`src/rtl/instr_sequencer_pkg.sv`:
```
// cpu_pkg: shared definitions for the 4-bit accumulator CPU control path.
//   - opcode constants seen by the instruction sequencer and decoder
//   - seq_state_t, the instruction sequencer state encoding
package cpu_pkg;

  localparam logic [3:0] OP_NOP  = 4'b0000;
  localparam logic [3:0] OP_ADD  = 4'b0001;
  localparam logic [3:0] OP_SUB  = 4'b0010;
  localparam logic [3:0] OP_OUT  = 4'b0011;
  localparam logic [3:0] OP_IN   = 4'b0100;
  localparam logic [3:0] OP_LOAD = 4'b0101;
  localparam logic [3:0] OP_HLT  = 4'b1111;

  typedef enum logic [1:0] {
    IDLE    = 2'd0,
    RUN     = 2'd1,
    WAIT_IN = 2'd2,
    HALT    = 2'd3
  } seq_state_t;

endpackage

```
`src/rtl/instr_sequencer_if.sv`:
```
// instr_sequencer_if: decoder-side bundle of the instruction sequencer.
//   InstrIn   opcode from the instruction register (valid Phase1..Phase3)
//   InValid   external input port holds data for IN
//   InAck     one-cycle pulse, input data consumed
//   Phase0..3 one-hot phase strobes to the microinstruction decoder
// Modports:
//   master  the sequencer (drives phases and InAck)
//   slave   the decoder / input-port side
interface instr_sequencer_if;

  logic [3:0] InstrIn;
  logic       InValid;
  logic       InAck;
  logic       Phase0;
  logic       Phase1;
  logic       Phase2;
  logic       Phase3;

  modport master (
    input  InstrIn, InValid,
    output InAck, Phase0, Phase1, Phase2, Phase3
  );

  modport slave (
    output InstrIn, InValid,
    input  InAck, Phase0, Phase1, Phase2, Phase3
  );

endinterface

```
`src/rtl/instr_sequencer_phase_ring.sv`:
```
// phase_ring: 4-bit one-hot phase ring register.
//   Clk      system clock
//   ResetN   asynchronous active-low reset, clears the ring
//   advance  step to the next phase; from all-zero it starts at phase 0
//   hold     keep the current phase (wins over advance)
//   clear    force all phases low (wins over hold and advance)
//   phase    registered one-hot phase, bit n = Phase n
module phase_ring (
  input  logic       Clk,
  input  logic       ResetN,
  input  logic       advance,
  input  logic       hold,
  input  logic       clear,
  output logic [3:0] phase
);

  always_ff @(posedge Clk or negedge ResetN) begin
    if (!ResetN) begin
      phase <= 4'b0000;
    end else if (clear) begin
      phase <= 4'b0000;
    end else if (hold) begin
      phase <= phase;
    end else if (advance) begin
      // An empty ring is how IDLE/HALT look; advancing out of it starts Phase0.
      phase <= (phase == 4'b0000) ? 4'b0001 : {phase[2:0], phase[3]};
    end
  end

endmodule

```
`src/rtl/instr_sequencer.sv`:
```
// instr_sequencer: four-phase instruction sequencer for the 4-bit accumulator CPU.
// Drives one-hot Phase0..Phase3 to the microinstruction decoder, latches the
// opcode at the end of Phase1, stalls IN in Phase2 until InValid, stops on HLT.
//
// Ports:
//   Clk         system clock
//   ResetN      asynchronous active-low reset
//   Run         level, execute continuously
//   Step        single-instruction pulse (used only with SEQ_STEP_EN)
//   bus         instr_sequencer_if.master: InstrIn, InValid, InAck, Phase0..3
//   Running     state is RUN or WAIT_IN
//   Halted      state is HALT
//   InstrCount  retired instructions, saturating at all-ones
//
// Build option: define SEQ_STEP_EN to let a Step pulse in IDLE run exactly one
// instruction. Without it Step is ignored.
//
// state   | meaning
// IDLE    | no instruction active, phases low, waiting for Run (or Step)
// RUN     | executing, ring advances one phase per cycle
// WAIT_IN | IN stalled in Phase2 until InValid
// HALT    | HLT executed, phases low, left only by reset
module instr_sequencer
  import cpu_pkg::*;
#(
  parameter int CNT_W = 16
) (
  input  logic                 Clk,
  input  logic                 ResetN,
  input  logic                 Run,
  input  logic                 Step,
  instr_sequencer_if.master    bus,
  output logic                 Running,
  output logic                 Halted,
  output logic [CNT_W-1:0]     InstrCount
);

  seq_state_t state;
  seq_state_t state_nxt;
  logic [3:0] phase;
  logic [3:0] op_reg;
  logic       ring_adv;
  logic       ring_hold;
  logic       ring_clr;
  logic       in_ack;
  logic       capture;
  logic       retire;
  logic       start;

`ifdef SEQ_STEP_EN
  // Run=Step=1 still runs continuously: Run is re-sampled at every Phase3.
  assign start = Run | Step;
`else
  logic unused_step;
  assign unused_step = Step;
  assign start       = Run;
`endif

  phase_ring u_ring (
    .Clk     (Clk),
    .ResetN  (ResetN),
    .advance (ring_adv),
    .hold    (ring_hold),
    .clear   (ring_clr),
    .phase   (phase)
  );

  always_ff @(posedge Clk or negedge ResetN) begin
    if (!ResetN) begin
      state <= IDLE;
    end else begin
      state <= state_nxt;
    end
  end

  always_comb begin
    state_nxt = state;
    ring_adv  = 1'b0;
    ring_hold = 1'b0;
    ring_clr  = 1'b0;
    in_ack    = 1'b0;
    capture   = 1'b0;
    retire    = 1'b0;
    case (state)
      IDLE: begin
        if (start) begin
          state_nxt = RUN;
          ring_adv  = 1'b1;
        end
      end
      RUN: begin
        if (phase[1]) begin
          capture = 1'b1;
          // HLT is decided from the opcode being latched, so the sequencer
          // stops right after Phase1 and the instruction never retires.
          if (bus.InstrIn == OP_HLT) begin
            state_nxt = HALT;
            ring_clr  = 1'b1;
          end else begin
            ring_adv = 1'b1;
          end
        end else if (phase[2]) begin
          if (op_reg == OP_IN) begin
            if (bus.InValid) begin
              in_ack   = 1'b1;
              ring_adv = 1'b1;
            end else begin
              state_nxt = WAIT_IN;
              ring_hold = 1'b1;
            end
          end else begin
            ring_adv = 1'b1;
          end
        end else if (phase[3]) begin
          retire = 1'b1;
          if (Run) begin
            ring_adv = 1'b1;
          end else begin
            state_nxt = IDLE;
            ring_clr  = 1'b1;
          end
        end else begin
          ring_adv = 1'b1;
        end
      end
      WAIT_IN: begin
        if (bus.InValid) begin
          in_ack    = 1'b1;
          state_nxt = RUN;
          ring_adv  = 1'b1;
        end else begin
          ring_hold = 1'b1;
        end
      end
      HALT: begin
        ring_clr = 1'b1;
      end
      default: begin
        state_nxt = IDLE;
        ring_clr  = 1'b1;
      end
    endcase
  end

  always_ff @(posedge Clk or negedge ResetN) begin
    if (!ResetN) begin
      op_reg <= 4'b0000;
    end else if (capture) begin
      op_reg <= bus.InstrIn;
    end
  end

  always_ff @(posedge Clk or negedge ResetN) begin
    if (!ResetN) begin
      InstrCount <= '0;
    end else if (retire && (InstrCount != {CNT_W{1'b1}})) begin
      InstrCount <= InstrCount + CNT_W'(1);
    end
  end

  assign bus.Phase0 = phase[0];
  assign bus.Phase1 = phase[1];
  assign bus.Phase2 = phase[2];
  assign bus.Phase3 = phase[3];
  assign bus.InAck  = in_ack;
  assign Running    = (state == RUN) || (state == WAIT_IN);
  assign Halted     = (state == HALT);

endmodule

```
`src/flat_wrapper.sv`:
```
// flat-port wrapper written by rule: the top's interface ports become plain ports
module instr_sequencer_flat import cpu_pkg::*;
#(
  parameter int CNT_W = 16
)
  (Clk, ResetN, Run, Step, Running, Halted, InstrCount, bus_InstrIn, bus_InValid, bus_InAck, bus_Phase0, bus_Phase1, bus_Phase2, bus_Phase3);
  instr_sequencer_if bus_i ();
  input  logic Clk;
  input  logic ResetN;
  input  logic Run;
  input  logic Step;
  output logic Running;
  output logic Halted;
  output logic [CNT_W-1:0] InstrCount;
  input wire logic [$bits(bus_i.InstrIn)-1:0] bus_InstrIn;
  input wire logic [$bits(bus_i.InValid)-1:0] bus_InValid;
  output wire logic [$bits(bus_i.InAck)-1:0] bus_InAck;
  output wire logic [$bits(bus_i.Phase0)-1:0] bus_Phase0;
  output wire logic [$bits(bus_i.Phase1)-1:0] bus_Phase1;
  output wire logic [$bits(bus_i.Phase2)-1:0] bus_Phase2;
  output wire logic [$bits(bus_i.Phase3)-1:0] bus_Phase3;
  assign bus_i.InstrIn = bus_InstrIn;
  assign bus_i.InValid = bus_InValid;
  assign bus_InAck = bus_i.InAck;
  assign bus_Phase0 = bus_i.Phase0;
  assign bus_Phase1 = bus_i.Phase1;
  assign bus_Phase2 = bus_i.Phase2;
  assign bus_Phase3 = bus_i.Phase3;
  instr_sequencer #(.CNT_W(CNT_W)) u_core (.Clk(Clk), .ResetN(ResetN), .Run(Run), .Step(Step), .bus(bus_i), .Running(Running), .Halted(Halted), .InstrCount(InstrCount));
endmodule
```
`config.mk`:
```
export PLATFORM = sky130hd
export DESIGN_NAME = instr_sequencer_flat
export DESIGN_NICKNAME = d
export VERILOG_FILES = /design/src/rtl/instr_sequencer_pkg.sv /design/src/rtl/instr_sequencer_if.sv /design/src/rtl/instr_sequencer_phase_ring.sv /design/src/rtl/instr_sequencer.sv /design/src/flat_wrapper.sv
export SDC_FILE = /design/constraint.sdc
export NUM_CORES = 1
export LEC_CHECK = 0
export ABC_CLOCK_PERIOD_IN_PS = 1900
export CELL_PAD_IN_SITES_DETAIL_PLACEMENT = 1
export CELL_PAD_IN_SITES_GLOBAL_PLACEMENT = 2
export CORE_MARGIN = 5
export CORE_UTILIZATION = 28
export DETAILED_ROUTE_END_ITERATION = 10
export GPL_ROUTABILITY_DRIVEN = 0
export HOLD_SLACK_MARGIN = 0.12
export PLACE_DENSITY = 0.82
export SLEW_MARGIN = 30
export SYNTH_ARGS = -nofsm -noshare
export SYNTH_HDL_FRONTEND = slang
export SYNTH_SLANG_ARGS = --single-unit
```
`constraint.sdc`:
```
create_clock -name Clk -period 1.9 [get_ports Clk]
set_clock_uncertainty 0.05 [all_clocks]
set_input_delay 0.285 -clock Clk [delete_from_list [all_inputs] [get_ports Clk]]
set_output_delay 0.285 -clock Clk [all_outputs]
set_load 0.01 [all_outputs]
```
## Yosys cells after proc, flatten, opt, wreduce, memory -nomap -nowiden

Index checks and enable logic that the tools add are counted.

| word-level totals | value |
|---|---|
| register bits | 26 |
| input bits | 9 |

| cells by class | value |
|---|---|
| add/subtract/negate cells | 1 |
| equality and inequality tests | 14 |
| muxes and demuxes | 43 |
| reduce and logical (&&, ||, !) cells | 8 |

Operators with widths:

| kind | count |
|---|---|
| 1-bit 2-to-1 mux | 25 |
| 2-bit 2-to-1 mux | 9 |
| 16-bit by 1-bit adder with 16-bit output (second input constant) | 1 |
| 4-bit 2-to-1 mux | 4 |
| 16-bit != test (second input constant) | 1 |
| 4-bit != test (second input constant) | 3 |
| 8-bit AND reduction | 1 |
| 2-bit != test (second input constant) | 3 |
| 1-bit one-hot mux with 2 select lines | 3 |
| 2-bit one-hot mux with 3 select lines | 1 |
| 2-bit equality test (second input constant) | 2 |
| 4-bit by 3-bit equality test with 1-bit output (second input constant) | 1 |
| 4-bit equality test (second input constant) | 1 |
| 4-bit zero test | 1 |
| 4-bit by 3-bit != test with 1-bit output (second input constant) | 1 |
| 3-bit by 2-bit != test with 1-bit output (second input constant) | 1 |
| 1-bit one-hot mux with 3 select lines | 1 |
| 3-bit nonzero test | 1 |
| 2-bit by 1-bit equality test with 1-bit output (second input constant) | 1 |
| 2-bit zero test | 1 |
| 2-bit AND reduction | 1 |
| 2-bit nonzero test | 1 |
| 1-bit logical AND | 1 |
| 1-bit logical OR | 1 |

## Logic depth before layout (Yosys ltp)

Gate-level depths: netlist of run 1.

| logic depth | value |
|---|---|
| depth in word-level cells | 8 |
| depth in mapped cells | 7 |
| gate-level depth less buffers | 7 |

## Hierarchy

A second synthesis of run 1 with hierarchy kept.

| unflattened totals | value |
|---|---|
| cells, all modules | 137 |
| area, all modules | 1,488.9 um^2 |

Modules (own cells, without submodules):

| module | times used | cells an instance | area each (um^2) | sequential area each (um^2) |
|---|---|---|---|---|
| instr_sequencer | 1 | 121 | 1,295.0 | 550.5 |
| phase_ring | 1 | 16 | 193.9 | 100.1 |

## Worst setup path after synthesis of run 1

Ideal clock, no wire load.

| path | value |
|---|---|
| path kind | reg2reg |
| start | register u_core.state[1] |
| end | register u_core.InstrCount[14] |
| setup time | 125 ps |
| arrival time | 1,613 ps |
| data required time | 1,725 ps |
| setup slack | 112 ps |
| stages on the path, launching flop included | 8 |
| buffers on the path | 0 |
| period minus slack after synthesis | 1,788 ps |
| cells stage by stage | dfrtp_1 > inv_1 > ha_1 > and4bb_2 > and2_1 > and3b_1 > nand4_1 > xnor2_1 |

| on the way | value |
|---|---|
| longest elaborated chain between the ends | 3 |

RTL lines:

| element | line | RTL |
|---|---|---|
| start, declared | instr_sequencer.sv:38 | `seq_state_t state;` |
| start signal, assigned | instr_sequencer.sv:72 | `state <= state_nxt;` |
| 2-bit by 1-bit equality test with 1-bit output | instr_sequencer.sv:84 | `case (state)` |
| 1-bit 2-to-1 mux | instr_sequencer.sv:84 |  |
| 1-bit logical AND | instr_sequencer.sv:156 | `end else if (retire && (InstrCount != {CNT_W{1'b1}})) begin` |
| end signal, assigned | instr_sequencer.sv:157 | `InstrCount <= InstrCount + CNT_W'(1);` |
| end, declared | instr_sequencer.sv:35 | `output logic [CNT_W-1:0] InstrCount` |

No other way between the ends.
A chain may end at the register's enable or synchronous reset.

## Final worst setup path of run 1

| path | value |
|---|---|
| start | input bus_InstrIn[3] |
| end | register u_core.u_ring.phase[1] |

| on the way | value |
|---|---|
| longest elaborated chain between the ends | 6 |

RTL lines:

| element | line | RTL |
|---|---|---|
| start, declared | flat_wrapper.sv:15 | `input wire logic [$bits(bus_i.InstrIn)-1:0] bus_InstrIn;` |
| 4-bit equality test * | instr_sequencer.sv:96 | `if (bus.InstrIn == OP_HLT) begin` |
| 1-bit 2-to-1 mux | instr_sequencer.sv:96 |  |
| 1-bit 2-to-1 mux | instr_sequencer.sv:92 | `if (phase[1]) begin` |
| 1-bit one-hot mux with 2 select lines or 1-bit one-hot mux with 3 select lines (tied branches) | instr_sequencer.sv:84 |  |
| 2-bit != test (no line) or 2-bit nonzero test (tied branches) | - |  |
| 2-bit AND reduction (no line) | - |  |
| end signal, assigned | instr_sequencer_phase_ring.sv:23 | `phase <= phase;` |
| end signal, assigned | instr_sequencer_phase_ring.sv:26 | `phase <= (phase == 4'b0000) ? 4'b0001 : {phase[2:0], phase[3]};` |
| end, declared | instr_sequencer_phase_ring.sv:14 | `output logic [3:0] phase` |

Mark *: on every way between the ends. The rest lies on a longest branch, timed or not.

==> summary.txt, run 1 <==
Clock network
  • H-Tree Depth: 1
  • Sink Count: 26
  • CTS Root Cell: clkbuf_8
  • CTS clk-pin slew, worst paths: approximately 0.10 ns
  • Clock latency on the worst-skew pair: between 0.2 and 0.3 ns
  • CTS tree: yes
  • Cts hold-fix bufs: 0
  • Total CTS buffers: 3
  • Clock Path Buffers: 2

Power and ir drop
  • Total power: between 1 and 1.5 mW
  • IR drop worst, VDD: around 0.00025 V
  • P_leak: between 0.8 and 0.9 nW
  • Power density over the cells: between 500 and 600 mW/mm²

Setup path
  • Crit path max-delay cell type: clkdlybuf4s50_1
  • Largest stage delay, worst path: 0.43 ns
  • Crit. End Element: flop
  • WP buf/inv: 1
  • Setup CP Type: in -> reg
  • WP data arrival: 1.98 ns
  • Crit path cell chain: clkdlybuf4s50_1 -> and4_4 -> a22o_1 -> a211o_1 -> a32oi_4 -> mux2i_1
  • Crit start category: input port
  • Reg2Reg Depth: 8
  • Worst EP required: around 2.0 ns
  • Reg-to-Reg End: u_core.InstrCount[14]$_DFFE_PN0P_
  • Worst reg2reg setup slack: 0.06 ns
  • Top delay family on crit path: compound AO/OA/AOI/OAI gates
  • Reg-to-Reg Start: u_core.state[1]$_DFFE_PN0P_
  • Crit Path Max Fanout: 4

Placed design
  • Cells after DPL: around 240
  • IO Port Bufs: 30
  • Detailed Place HPWL: around 3000 µm

Routing
  • Antenna viol nets, final: 0
  • DR vias/cell: 4.79
  • Routed wire length: approximately 3900 µm
  • Via count: around 1200
  • Detailed Route Iter0 Violations: between 40 and 50
  • Per-cell routed wire length: 15.7 µm
  • DRC viols: 0
  • Drt first pass iters: 4

Cells and area
  • Synth-to-layout area growth: 46.6%
  • FF+latch area: 653 µm²
  • Finished Layout Cells: around 250
  • Layout cells sized above 1: a little over a quarter
  • Largest register FFs: 16
  • Nets: ~190
  • Antenna Cells: 0
  • Filler cell count: around 530
  • Multi-input logic area: around 730 µm²

Floorplanning
  • Die ar.: approximately 0.0064 mm²
  • Core Area: roughly 0.0048 mm²
  • Ports: 32
  • Initial Util: between 20% and 30%
  • Die X-Extent: roughly 80 µm
  • Chip height: between 80 and 90 µm
  • FP Rows: 25

STA
  • Final worst path period need: approximately 1.8 ns
  • Slew Viols, Final: 0
  • Rel. slew slack: 75.3%
  • Final setup violation count: 0
  • Setup TNS: 0 ns
  • Final period utilization: 97.1%
  • Worst-Margin Slew: between 0.3 and 0.4 ns
  • Fmax: around 0.54 GHz
  • Final Hold Fails: 0

GRT
  • First-pass GRT wire length: between 6000 and 7000 µm
  • Largest net degree at the start of global routing: 27
  • Vias in the first global route: between 1000 and 1500
  • Gr usage total: about an eighth
  • Total overflow reported by the global router: 0
  • Initial antenna violation count: 0

Yosys
  • Main area contributors after synthesis: dfrtp_1 (47%), xnor2_1 (7.0%), ha_1 (4.5%)
  • Yosys top cell area share: between 40 and 50%
  • Synth warnings: 0
  • Syn Area/Cell: roughly 11 µm²
  • Leading area contributor after synthesis: dfrtp_1
  • Unique masters post-synth: 34
  • Mapped Nets: roughly 140
  • Post-synthesis register bit count: 26
  • Post-Syn Area: 0.00138 mm²
  • Sequential area share after synthesis: roughly 47%
  • Post-synthesis cell count: ~120

Outcome
  • Status: complete, no violations

Job
  • Max-cap violation count: 0

Min path
  • Worst min path class: in -> async
[worst max path at each step]
stage                           startpoint                            endpoint  depth (start not counted)  slack, ns
2_1_floorplan  u_core.state[1]$_DFFE_PN0P_   u_core.InstrCount[14]$_DFFE_PN0P_                          7       0.11
3_3_place_gp                bus_InstrIn[2]  u_core.u_ring.phase[0]$_DFFE_PN0P_                          6      -0.20
3_5_place_dp                bus_InstrIn[3]  u_core.u_ring.phase[1]$_DFFE_PN0P_                          6      -0.28
4_1_cts        u_core.state[1]$_DFFE_PN0P_   u_core.InstrCount[14]$_DFFE_PN0P_                          8      0.005
5_1_grt        u_core.state[1]$_DFFE_PN0P_   u_core.InstrCount[14]$_DFFE_PN0P_                          8      -0.01
6_report                    bus_InstrIn[3]  u_core.u_ring.phase[1]$_DFFE_PN0P_                          6       0.06
[layer usage]
layer  track usage, %  vias to the layer above  wire length [µm]
met1             15.6                      601              1680
met4             3.04                        0                14
met5                0                        -                 0
met2             23.3                       23              2030
li1                 -                      552                 -
met3             2.35                        2               132
[final cells by class]
cell class	count	area share (%)
clock inverters	1	1.48
repair buffers	53	23.2
inverters	4	0.741
multi-input cells	92	36.2
clock buffers	3	2.04
flip-flops and latches	26	32.2
well taps	67	4.14
[cell families (layout without fill, tap and decap cells)]
kind of cell             after synthesis  in the layout  synth area share (%)
multiplexers                          11             11                  8.42
adder cells (fa/ha/maj)                5              5                  4.53
flip-flops                            26             26                  47.1
XOR/XNOR                              14             14                  8.88
buffers and inverters                  6             61                  2.17
AND/OR/NAND/NOR                       50             50                  21.5
AO/OA/AOI/OAI                         12             12                  7.43
[cells in the final DEF (no fill, tap or decap), types with 2 or more instances in the layout]
| master | instances |
|---|---|
| clkdlybuf4s50_1 | 27 |
| dfrtp_1 | 24 |
| buf_4 | 22 |
| nand2_1 | 12 |
| xnor2_1 | 11 |
| nand3_1 | 9 |
| mux2i_1 | 6 |
| nand4_1 | 4 |
| and4_1 | 4 |
| and3_1 | 4 |
| mux2_2 | 4 |
| ha_1 | 4 |
| nor2_1 | 3 |
| a21oi_1 | 3 |
| xor2_1 | 3 |
| clkbuf_8 | 3 |
| inv_2 | 2 |
| and2_1 | 2 |
| inv_1 | 2 |
| o21ai_0 | 2 |
| dfrtp_2 | 2 |
[power breakdown]
group | switching [mW] | internal, mW | total [mW]
Sequential | 0.00420 | 0.557 | 0.561
Combinational | 0.0195 | 0.0233 | 0.0428
Clock | 0.185 | 0.282 | 0.467
[cells in the mapped netlist]
cell       instances
a211o_1            1
a21boi_0           1
a21oi_1            3
a22o_1             1
a32oi_4            1
a41oi_1            1
and2_1             2
and3_1             5
and3b_1            1
and4_1             4
and4_4             1
and4bb_2           1
buf_4              2
dfrtp_1           26
ha_1               5
inv_1              4
mux2_1             1
mux2_2             4
mux2i_1            6
nand2_1           13
nand2b_1           1
nand3_1            9
nand4_1            4
nor2_1             3
nor2b_1            2
nor3_1             1
nor3b_1            1
nor4b_2            1
o2111ai_1          1
o21ai_0            2
o31ai_1            1
or3b_2             1
xnor2_1           11
xor2_1             3
[repair_timing]
item                       in CTS  in global routing
gates cloned                    0                  0
pin swaps                       2                  2
resized for setup              12                 10
setup endpoints to repair       5                 13
setup buffers                   1                  2
[per-stage QoR]
step	util [%]	hold slack, ns	cell area [µm²]	setup WS, ns
finish	42.6	0.326	2030	0.0553
global route	42.6	0.358	2030	-0.0124
CTS	41.8	0.337	1990	0.00544
detailed placement	40.0	0.442	1900	-0.276
global placement	40.0	0.432	1900	-0.202
floorplan	-	-0.0606	1380	0.112
(Power assumes the default switching activity.)
==> inputs of run 2 (changes only) <==
- SETUP_SLACK_MARGIN: not set -> 0.5
==> run 2 against run 1 <==
Net effect: sequential share of layout area shrank 5.9 points; design area grew 23%; flip-flop and latch count is the same; clock-buffer cell count is the same; die area is the same; wire length grew 27%; non-clock buffer count grew 24; critical endpoint is now bus_InAck; critical path type is now reg -> out; sequential power is essentially flat; global-route usage grew 1.6 points.
==> summary.txt, run 2 (synthesis gave the netlist of run 1 again) <==
STA
  • Rel. slew slack: 75.4% (+0.11 points)
  • Final Hold Fails: 0 (unchanged)
  • RSZ-0062 raised after global routing: yes
  • Final worst path period need: 1.83 ns (-0.0143 ns)
  • Final setup violation count: 0 (unchanged)
  • Fmax: 0.546 GHz (+0.78%)
  • WHS: 0.318 ns (-0.00815 ns)
  • Slew Viols, Final: 0 (unchanged)
  • Worst-Margin Slew: 0.367 ns (-0.00382 ns)
  • Final period utilization: 96.3% (-0.75 points)

Clock network
  • Clock latency on the worst-skew pair: 0.29 ns (+0.02 ns)
  • H-Tree Depth: 1 (unchanged)
  • CTS Root Cell: clkbuf_8
  • Clock Path Buffers: 2 (unchanged)
  • Total CTS buffers: 3 (unchanged)
  • Cts hold-fix bufs: 0 (unchanged)
  • Sink Count: 26 (unchanged)
  • CTS tree: yes
  • CTS clk-pin slew, worst paths: 0.10 ns (about the same)

Job
  • Max-cap violation count: 0 (unchanged)

Cells and area
  • Most frequent cells in the layout: buf_4 (34), dfrtp_1 (20), dlygate4sd2_1 (17)
  • Nets: 218 (+12%)
  • Synth-to-layout area growth: 81.1%
  • Largest register FFs: 16 (unchanged)
  • Most common cell after layout, fill and taps aside: buf_4
  • Antenna Cells: 0 (unchanged)
  • Core Util, Final: 52.6% (+10 points)
  • Filler cell count: 530 (-0.38%)
  • Layout cells sized above 1: 56.2% (+30 points)

Routing
  • Routed wire length: 4910 µm (+27%)
  • Via count: 1323 (+12%)
  • Drt first pass iters: 4 (unchanged)
  • Antenna viol nets, final: 0 (unchanged)
  • DRC viols: 0 (unchanged)
  • Detailed Route Iter0 Violations: 44 (-4.3%)
  • Per-cell routed wire length: 18.2 µm (+16%)
  • DR vias/cell: 4.90 (+2.3%)

Setup path
  • Crit start category: flop
  • Crit path cell chain: buf_6 -> ha_4 -> nor2b_4 -> nand4_1 -> a21boi_2 -> buf_2
  • Top delay family on crit path: flip-flops
  • CP Depth: 6 (unchanged)
  • Worst setup path endpoint: bus_InAck
  • Worst setup path start: u_core.state[0]$_DFFE_PN0P_
  • Reg-to-Reg Start: u_core.state[0]$_DFFE_PN0P_
  • Worst EP required: 1.56 ns (-0.48 ns)
  • WP data arrival: 1.50 ns (-0.48 ns)
  • Crit path max-delay cell type: dfrtp_1
  • Crit. End Element: primary output
  • Reg2Reg Depth: 8 (unchanged)
  • Setup CP Type: reg -> out
  • WP buf/inv: 2 (+1)
  • Worst reg2reg setup slack: 0.08 ns (+0.02 ns)
  • Crit Path Max Fanout: 3 (-1)
  • Reg-to-Reg End: u_core.InstrCount[14]$_DFFE_PN0P_
  • Largest stage delay, worst path: 0.40 ns (-0.03 ns)

Floorplanning
  • Initial Util: 29.1% (unchanged)
  • Die ar.: 0.00644 mm² (unchanged)
  • Chip height: 80.2 µm (unchanged)
  • Ports: 32 (unchanged)
  • Core Area: 0.00475 mm² (unchanged)
  • FP Rows: 25 (unchanged)
  • Die X-Extent: 80.2 µm (unchanged)

Power and ir drop
  • P_leak: 1.22 nW (+39%)
  • IR drop worst, VDD: 0.000247 V (+0.78%)
  • Power density over the cells: 434 mW/mm² (-18%)

GRT
  • First-pass GRT wire length: 7240 µm (+11%)
  • Largest net degree at the start of global routing: 27 (unchanged)
  • Gr usage total: 14.5% (+1.6 points)
  • Initial antenna violation count: 0 (unchanged)
  • Total overflow reported by the global router: 0 (unchanged)
  • Vias in the first global route: 1483 (+12%)

Outcome
  • Status: complete, no violations

Placed design
  • IO Port Bufs: 30 (unchanged)
  • Detailed Place HPWL: 2890 µm (-2.1%)

Min path
  • Worst min path class: in -> async
[run 2: changes by cell type in the layout (fill, tap and decap cells not counted), sizes merged]
cell / change
dlygate4sd2: +17
buf: +28
clkbuf: +2
clkdlybuf4s50: -23
[run 2: stage by stage]
stage / std cells / setup TNS (ns) / setup WS (ns) / total power [mW] / instance area, µm²
CTS: 262 / 0 / 0.0628 / 1.09 / 2290
global placement: 236 / -0.512 / -0.127 / 0.613 / 1920
detailed placement: 236 / -0.751 / -0.189 / 0.615 / 1920
floorplan: 124 / 0 / 0.253 / 0.579 / 1430
global route: 270 / -0.0400 / -0.0219 / 1.11 / 2500
finish: 270 / 0 / 0.0696 / 1.08 / 2500
[run 2: routing by layer]
metal	GRT usage (%)	vias up	share of wire, %
met4	5.74	0	3.4
li1	-	607	-
met2	27.5	33	56
met1	16.3	670	38
met3	1.46	13	2.3
met5	0	-	0
[run 2: what timing repair did]
item	in CTS	in global routing
gates resized for setup	84	36
pin swaps	27	21
setup endpoints to repair	49	33
setup buffers	22	8
[run 2: final cells by class]
class	instances	area (µm²)	area share [%]
Multi-Input combinational cell	92	1020	40.7
Clock inverter	1	30.0	1.20
Tap cell	67	83.8	3.35
Timing Repair Buffer	77	656	26.2
Clock buffer	3	41.3	1.65
Sequential cell	26	658	26.3
Inverter	4	15.0	0.600
[run 2: worst min path at each step]
stage | to | slack (ns) | depth (start not counted)
6_report | u_core.InstrCount[10]$_DFFE_PN0P_ | 0.32 | 2
3_3_place_gp | u_core.InstrCount[14]$_DFFE_PN0P_ | 0.43 | 1
2_1_floorplan | u_core.InstrCount[0]$_DFFE_PN0P_ | -0.06 | 0
4_1_cts | u_core.InstrCount[9]$_DFFE_PN0P_ | 0.34 | 2
5_1_grt | u_core.op_reg[3]$_DFFE_PN0P_ | 0.35 | 2
3_5_place_dp | u_core.InstrCount[14]$_DFFE_PN0P_ | 0.43 | 1
[run 2: report_power, final]
group          leakage, nW  switching (mW)  total (mW)  internal, mW
logic                0.853          0.0212      0.0442        0.0230
clock network       0.0357           0.196       0.479         0.283
registers            0.334         0.00413       0.561         0.557
==> inputs of run 3 (changes only) <==
- ABC_CLOCK_PERIOD_IN_PS: 1900 -> 1520
- CTS_CLUSTER_SIZE: not set -> 16
- clock period: 1.9 -> 1.52 ns (I/O delays scaled with it)
==> run 3 against run 2 <==
Net effect: the run now ends with setup timing left; critical path type unchanged; design area increased by 9.8%; wire length increased by 10%; sequential share of layout area fell by 2.4 points; power up 14%; largest power group unchanged; critical path depth fell by 2; register-to-register slack worse by 0.39 ns.
==> summary.txt, run 3 (synthesis gave the netlist of run 1 again) <==
Setup path
  • Crit path max-delay cell type: dfrtp_1
  • Setup CP Type: reg -> out
  • Crit. End Element: primary output
  • Reg2Reg Depth: 8 (unchanged)
  • Crit path cell chain: inv_1 -> ha_1 -> buf_4 -> dlygate4sd2_1
  • WP data arrival: 1.57 ns (+0.07 ns)
  • Crit start category: flop
  • Crit Path Max Fanout: 3 (unchanged)
  • Worst EP required: 1.24 ns (-0.32 ns)
  • Largest stage delay, worst path: 0.38 ns (-0.02 ns)

STA
  • Final setup violation count: 29 (+29)
  • Fmax: approximately 0.54 GHz
  • Rel. slew slack: 76.7% (+1.3 points)
  • Final period utilization: 121%
  • Fin worst setup slack: -0.325 ns (-0.395 ns)
  • RSZ-0062 raised after global routing: yes
  • Slew Viols, Final: 0 (unchanged)
  • Final worst path period need: around 1.8 ns
  • Final Hold Fails: 0 (unchanged)
  • Worst-Margin Slew: 0.349 ns (-0.0173 ns)
  • WHS: 0.263 ns (-0.0547 ns)

Power and ir drop
  • Total power: 1.24 mW (+14%)
  • IR drop worst, VDD: 0.000348 V (+41%)
  • P_leak: 1.32 nW (+7.8%)
  • Power density over the cells: 451 mW/mm² (+4.0%)

Placed design
  • DP Area: 0.00208 mm² (+8.6%)
  • IO Port Bufs: 30 (unchanged)
  • Cells after DPL: 258 (+9.3%)
  • Detailed Place HPWL: 3220 µm (+12%)

Routing
  • DRC viols: 0 (unchanged)
  • Routed wire length: 5430 µm (+10%)
  • Per-cell routed wire length: 18.3 µm (+0.42%)
  • Drt first pass iters: 4 (unchanged)
  • Detailed Route Iter0 Violations: 24 (-45%)
  • DR vias/cell: 4.81 (-1.8%)
  • Via count: 1429 (+8.0%)
  • Antenna viol nets, final: 0 (unchanged)

Floorplanning
  • Chip height: 80.2 µm (unchanged)
  • Core Area: 0.00475 mm² (unchanged)
  • Initial Util: 29.1% (unchanged)
  • Die X-Extent: 80.2 µm (unchanged)
  • Ports: 32 (unchanged)
  • Die ar.: 0.00644 mm² (unchanged)
  • FP Rows: 25 (unchanged)

Cells and area
  • Layout cells sized above 1: 65.7% (+9.5 points)
  • Nets: 245 (+12%)
  • Final Instance Area: 0.00275 mm² (+9.8%)
  • Antenna Cells: 0 (unchanged)
  • Largest register FFs: 16 (unchanged)
  • Most frequent cells in the layout: buf_6 (55), buf_4 (39), dfrtp_1 (22)
  • Finished Layout Cells: 297 (+10%)
  • Filler cell count: 512 (-3.4%)
  • Synth-to-layout area growth: 98.8%
  • Core Util, Final: 57.8% (+5.2 points)
  • Most common cell after layout, fill and taps aside: buf_6

Clock network
  • CTS tree: yes
  • Total CTS buffers: 3 (unchanged)
  • CTS clk-pin slew, worst paths: 0.10 ns (about the same)
  • H-Tree Depth: 1 (unchanged)
  • Sink Count: 26 (unchanged)
  • Clock latency on the worst-skew pair: 0.29 ns (about the same)
  • Clock Path Buffers: 2 (unchanged)
  • CTS Root Cell: clkbuf_8

GRT
  • Largest net degree at the start of global routing: 27 (unchanged)
  • Vias in the first global route: 1630 (+9.9%)
  • First-pass GRT wire length: 7990 µm (+10%)
  • Gr usage total: 16.2% (+1.8 points)
  • Initial antenna violation count: 0 (unchanged)
  • Total overflow reported by the global router: 0 (unchanged)

Min path
  • Worst min path class: in -> async

Job
  • Max-cap violation count: 0 (unchanged)

Outcome
  • Failing checks: setup timing
  • Status: finished with violations
==> run 3: cell types whose count changed in the layout (fill, tap and decap cells not counted), sizes merged <==
cell,delta
buf,+44
clkbuf,-2
bufinv,-1
dlygate4sd2,-11
clkdlybuf4s50,-2
dlymetal6s2s,-1
==> run 3: worst max-delay path, delay by kind of cell, from the launching register on <==
kind | cells | cell delay [ns]
flip-flops | 1 | 0.38
adder cells (fa/ha/maj) | 1 | 0.35
buffers and inverters | 3 | 0.55
==> run 3: timing repair <==
item                                    in CTS  in global routing
resized for setup                          167                 29
hold buffers                                 0                  0
endpoints found under the setup margin      49                 49
buffers inserted                            28                  7
pin swaps                                   18                 15
==> run 3: final cells by class <==
cell class / count / area [µm²] / area share [%]
clock buffer: 4 / 55.1 / 2.00
tap: 67 / 83.8 / 3.05
inverter: 4 / 15.0 / 0.547
timing repair buffer: 104 / 995 / 36.2
sequential: 26 / 656 / 23.9
multi-input combinational: 92 / 942 / 34.3
==> run 3: stage by stage <==
stage / setup slack (ns) / TNS [ns]
floorplan: -0.127 / -0.746
CTS: -0.263 / -4.87
global placement: -0.429 / -4.33
finish: -0.325 / -5.55
global route: -0.393 / -7.71
detailed placement: -0.560 / -5.69
==> run 3: path summary, 6_finish.rpt <==
path / startpoint / slack (ns) / to
worst max-delay path: u_core.state[0]$_DFFE_PN0P_ / -0.33 / Running
worst min-delay path: ResetN / 0.26 / u_core.InstrCount[10]$_DFFE_PN0P_
worst max register to register: u_core.state[0]$_DFFE_PN0P_ / -0.31 / u_core.InstrCount[1]$_DFFE_PN0P_
worst min register to register: u_core.op_reg[2]$_DFFE_PN0P_ / 0.47 / u_core.op_reg[2]$_DFFE_PN0P_
max in group asynchronous: ResetN / 0.88 / u_core.u_ring.phase[2]$_DFFE_PN0P_
min in group Clk: bus_InstrIn[2] / 0.27 / u_core.op_reg[2]$_DFFE_PN0P_
==> run 3: power by group <==
group	switching, mW	internal, mW
registers	0.00537	0.696
logic	0.0277	0.0277
clock network	0.248	0.233
==> run 3: layer usage <==
layer  vias to the layer above  track usage, %  part of all wire (%)
met4                         0            7.09                   1.3
li1                        661               -                     -
met2                        38            30.5                    55
met1                       720            17.6                    40
met5                         -               0                     0
met3                        10            2.69                   3.1
